===== config.mk =====
export PLATFORM = sky130hd
export DESIGN_NAME = irq_cause_ctrl
export DESIGN_NICKNAME = d
export VERILOG_FILES = /design/src/rtl/irq_cause_ctrl.sv
export SDC_FILE = /design/constraint.sdc
export NUM_CORES = 1
export LEC_CHECK = 0
export CORE_ASPECT_RATIO = 1.1
export CORE_UTILIZATION = 37
export CTS_CLUSTER_DIAMETER = 50
export DETAILED_ROUTE_END_ITERATION = 10
export GPL_TIMING_DRIVEN = 0
export PLACE_DENSITY = 0.74
export SLEW_MARGIN = 15
export SYNTH_ARGS = -nofsm -noshare
export SYNTH_HDL_FRONTEND = slang
export SYNTH_SLANG_ARGS = --single-unit

===== constraint.sdc =====
create_clock -name clk -period 1.15 [get_ports clk]
set_input_delay 0.23 -clock clk [delete_from_list [all_inputs] [get_ports clk]]
set_output_delay 0.23 -clock clk [all_outputs]
set_load 0.01 [all_outputs]

===== src/rtl/irq_cause_ctrl.sv =====
// Parametrised interrupt cause controller.
//
// Collects N_SRC interrupt lines into a pending vector, masks it with a
// software-written enable vector, picks the lowest-index eligible source and
// presents it to the core as {1'b1, index}. A claim/complete handshake with
// the core's trap logic clears the pending bit (edge mode) and holds off new
// requests until the handler finishes.
//
// Ports:
//   clk           clock
//   reset         synchronous active-low reset
//   io_src        raw interrupt source lines
//   io_en_wr      enable-mask write strobe
//   io_en_wdata   new enable mask
//   io_en         current enable mask
//   io_pending    current pending vector
//   io_irq        interrupt request to the core
//   io_irq_cause  {1'b1, source index} while requesting, else all zeros
//   io_claim      core accepts the presented interrupt
//   io_complete   core finished servicing the claimed interrupt
//
// CAUSE_W must be at least 2 and satisfy 2^(CAUSE_W-1) >= N_SRC.
module irq_cause_ctrl #(
  parameter int unsigned N_SRC   = 4,
  parameter int unsigned CAUSE_W = 6,
  parameter bit          EDGE    = 1'b1
) (
  input  logic               clk,
  input  logic               reset,
  input  logic [N_SRC-1:0]   io_src,
  input  logic               io_en_wr,
  input  logic [N_SRC-1:0]   io_en_wdata,
  output logic [N_SRC-1:0]   io_en,
  output logic [N_SRC-1:0]   io_pending,
  output logic               io_irq,
  output logic [CAUSE_W-1:0] io_irq_cause,
  input  logic               io_claim,
  input  logic               io_complete
);

  localparam int unsigned IDX_W = CAUSE_W - 1;

  typedef enum logic [1:0] {
    StIdle,
    StAssert,
    StService
  } state_e;

  state_e             state_q, state_d;
  logic [N_SRC-1:0]   src_q;
  logic [N_SRC-1:0]   pending_q, pending_d;
  logic [N_SRC-1:0]   en_q, en_d;
  logic [IDX_W-1:0]   sel_q, sel_d;

  logic [N_SRC-1:0]   eligible;
  logic [N_SRC-1:0]   sel_hot;
  logic [N_SRC-1:0]   clr;
  logic [IDX_W-1:0]   win;
  logic               any_eligible;
  logic               sel_eligible;

  assign eligible     = pending_q & en_q;
  assign any_eligible = |eligible;

  // Fixed priority: scanning downward leaves the lowest set index as winner.
  always_comb begin
    win = '0;
    for (int i = N_SRC - 1; i >= 0; i--) begin
      if (eligible[i]) win = IDX_W'(i);
    end
  end

  // One-hot of the latched selection; avoids indexing with a possibly
  // wider-than-needed sel value.
  always_comb begin
    sel_hot = '0;
    for (int i = 0; i < N_SRC; i++) begin
      sel_hot[i] = (sel_q == IDX_W'(i));
    end
  end

  assign sel_eligible = |(eligible & sel_hot);

  // FSM next state, claim-driven clear and outputs.
  always_comb begin
    state_d      = state_q;
    sel_d        = sel_q;
    clr          = '0;
    io_irq       = 1'b0;
    io_irq_cause = '0;
    unique case (state_q)
      StIdle: begin
        if (any_eligible) begin
          sel_d   = win;
          state_d = StAssert;
        end
      end
      StAssert: begin
        io_irq       = 1'b1;
        io_irq_cause = {1'b1, sel_q};
        // A claim wins over a same-cycle withdrawal of the source.
        if (io_claim) begin
          clr     = sel_hot;
          state_d = StService;
        end else if (!sel_eligible) begin
          state_d = StIdle;
        end
      end
      StService: begin
        if (io_complete) state_d = StIdle;
      end
      default: state_d = StIdle;
    endcase
  end

  // Pending update. In edge mode a fresh edge sets the bit even when the
  // same cycle's claim clears it.
  always_comb begin
    if (EDGE) begin
      pending_d = (pending_q & ~clr) | (io_src & ~src_q);
    end else begin
      pending_d = io_src;
    end
  end

  assign en_d = io_en_wr ? io_en_wdata : en_q;

  always_ff @(posedge clk) begin
    if (!reset) begin
      state_q   <= StIdle;
      src_q     <= '0;
      pending_q <= '0;
      en_q      <= '0;
      sel_q     <= '0;
    end else begin
      state_q   <= state_d;
      src_q     <= io_src;
      pending_q <= pending_d;
      en_q      <= en_d;
      sel_q     <= sel_d;
    end
  end

  assign io_en      = en_q;
  assign io_pending = pending_q;

endmodule


==> results.md <==
- Outcome: finished, violations left
- Violations in the final reports: DRC, setup timing
- CTS sink cnt: 16
- H-tree depth: 1
- Number of endpoints failing setup at the final stage: 10
- Total via count after detailed routing: between 600 and 700
- Element type at the critical path start: flop
- Clock buffers created by TritonCTS: 3
- Synthesized netlist cell count: 73
- Maximum number of pins on one net before global-route repair: 11
- Setup repair after global routing missed its margin: yes
- Most used cells in the layout excluding fill and tap cells: sky130_fd_sc_hd__buf_6, sky130_fd_sc_hd__clkdlybuf4s50_1, sky130_fd_sc_hd__buf_4
- Final estimated routing congestion in global placement: 0.7853
- Number of placed cells counting well taps: around 120
- Fill count: about 150
- Final total power: about 1.3 mW
- Antenna fix cells: 0
- Row cnt: 16
- Depth of the worst register-to-register path: 6
- Share of cells above drive strength 1: 0.5130
- R2R setup slack: -0.19 ns
- Sequential element share of the synthesized area: 0.4547
- Worst slack after detailed placement: -0.3744 ns
- Wire length per cell: around 13 um
- Overall routed net length: between 1500 and 2000 um
- Worst path setup slack after routing: -0.3241 ns
- Critical Path, Cell by Cell: and2b_2 > buf_6 > and2_4 > buf_6
- Area of the die: roughly 2100 um^2
- Maximum number of buffers from clock root to sink: 2
- Path category of the worst min-delay check: in -> reg
- Shortest period the worst path allows: ~1.5 ns
- Required time at the endpoint of the critical path: 0.92 ns
- Startpoint of the worst-slack reg-to-reg timing path: state_q[1]
- Final Max Tran Viols: 0
- Worst-Skew Late Latency: around 0.29 ns
- Hold Vio Cnt, Final: 0
- Leak pwr: around 0.55 nW
- Cell repeated most along the worst path: sky130_fd_sc_hd__buf_6
- Clock tree skew after final layout: approximately 0.0056 ns
- Clock tree root driver cell: sky130_fd_sc_hd__clkbuf_4
- Port Buffer Count: 23
- RR Endpoint: io_pending[1]
- Number of nets in the layout: 129
- ANT nets after route: 0
- Max Cap Violations: 0
- Floorplan die height: 47.76 um
- DRC violations left: 3
- Total track usage: 0.1628
- GRT Residual Overflow: 0
- Maximum operating frequency: 0.6784 GHz
- Source of the worst hold timing path: io_en_wr
- Worst-case vdd ir drop: a little under 900 uV
- Area of the mapped netlist: slightly above 700 um^2
- Critical Path Start: state_q[1]
- Number of antenna violations at the first check in global routing: 0
- Floorplan core area: 1782 um^2
- Clock slew at reported path FFs: roughly 0.1 ns
- CP arrival: approximately 1.2 ns
- Area of the multi-input gates: between 400 and 500 um^2
- Chip width: about 44 um
- Crit path max fanout: 5
- Total area of sequential cells: 349.1 um^2
- Drt first-iter violations: 16
- Critical Path Max Stage Delay: between 0.3 and 0.4 ns
- FF+latch count, synth: 16
- Mean number of vias per cell: 4.955
- Clock tree from TritonCTS: yes
- Hold Path Cell Cnt: 3
- Count of hold-fix buffers inserted at cts: 0
- Initial Utilization: 0.3954
- Final clock period utilization by the worst path: 1.282
- Power density over the cells: between 1000 and 1500 nW/um^2
- Category of the critical setup timing path: reg -> out
- Worst hold endpoint: io_en[2]
- Number of global-route vias before repair: ~570
- Detailed-routing iteration count for the pre-antenna-repair pass: 7
- Number of library cell types mapped by synthesis: 27
- Layout area overhead: 69.98%
- Global-route wire length before repair: around 2400 um
- Yosys warns: 0
- Crit end category: output port
- Boundary Pins: 28
- Highest-delay cell along the critical path: sky130_fd_sc_hd__dfxtp_2
- Average cell area after synthesis: 9.650 um^2
- Number of cells in the finished layout apart from fillers: approximately 130
[layer usage]
metal / GRT usage / vias to the layer above / part of all wire
met1: 0.1816 / 302 / 0.43
met3: 0.04528 / 2 / 0.056
met2: 0.2925 / 23 / 0.51
met4: 0.07500 / 0 / 0.0045
met5: 0 / - / 0
li1: - / 332 / -
[Yosys cell counts (all sizes together)]
cell type / instances / share of area
o21a: 2 / 0.021
and2: 6 / 0.053
o21ai: 4 / 0.028
o31a: 1 / 0.012
clkbuf: 2 / 0.011
a32o: 1 / 0.014
nand3: 1 / 0.0071
mux2i: 4 / 0.057
nor3: 1 / 0.0071
nand2b: 2 / 0.018
nand4: 1 / 0.0089
a211o: 1 / 0.014
nor2b: 6 / 0.053
conb: 1 / 0.0053
mux4: 1 / 0.032
dfxtp: 16 / 0.45
a311oi: 1 / 0.012
nor4: 1 / 0.0089
a22oi: 1 / 0.011
buf: 4 / 0.043
inv: 1 / 0.0053
a21boi: 3 / 0.032
nand2: 7 / 0.037
o211a: 1 / 0.014
nor3b: 1 / 0.018
nor2: 2 / 0.011
and2b: 1 / 0.011
[registers in the layout, indices dropped and copies added, names as in the netlist]
register,cells
io_en,4
io_pending,4
sel_q,2
src_q,4
state_q,2
[through the flow]
step	hold slack, ns	TNS (ns)	util	instance area [um^2]
2_1_floorplan	0.3517	-0.04509	-	734.5
3_3_place_gp	0.4753	-4.574	0.5541	987.2
3_5_place_dp	0.4799	-4.673	0.5541	987.2
4_1_cts	0.3525	-1.263	0.6138	1094
5_1_grt	0.3515	-2.154	0.6721	1197
6_report	0.3532	-1.588	0.6721	1197
[report_power, final]
part / internal, mW / switching (mW)
logic: 0.158 / 0.103
clock network: 0.193 / 0.180
registers: 0.584 / 0.0348
[worst max-delay path by stage]
stage and endpoint:
2_1_floorplan state_q[0], 3_3_place_gp io_pending[0], 3_5_place_dp io_pending[0], 4_1_cts io_irq_cause[1], 5_1_grt io_irq_cause[1], 6_report io_irq_cause[1]
[cell type report]
cell class / instances / area share
Multi-Input combinational cell: 52 / 0.3542
Buffer: 6 / 0.03553
Inverter: 1 / 0.003135
Sequential cell: 16 / 0.2915
Timing Repair Buffer: 36 / 0.2665
Clock buffer: 4 / 0.03030
Tap cell: 18 / 0.01881
[critical path, delay by kind of cell (launching register included)]
kind / cells / cell delay, ns
flip-flops: 1 / 0.34
buffers and inverters: 2 / 0.23
AND/OR/NAND/NOR: 2 / 0.38
[kinds of logic (layout without fill, tap and decap cells)]
kind of cell           count (synthesis)  count (layout)  synth area share
AO/OA/AOI/OAI                         15              15            0.1599
buffers and inverters                  7              47           0.05862
flip-flops                            16              16            0.4547
multiplexers                           5               5           0.08881
other                                  1               3          0.005323
AND/OR/NAND/NOR                       29              29            0.2327
[repair_timing]
action / 4_1_cts / 5_1_grt
endpoints found under the setup margin: 20 / 18
setup buffers: 7 / 6
gates resized for setup: 46 / 30
pin swaps: 2 / 4
(Power assumes the default switching activity.)
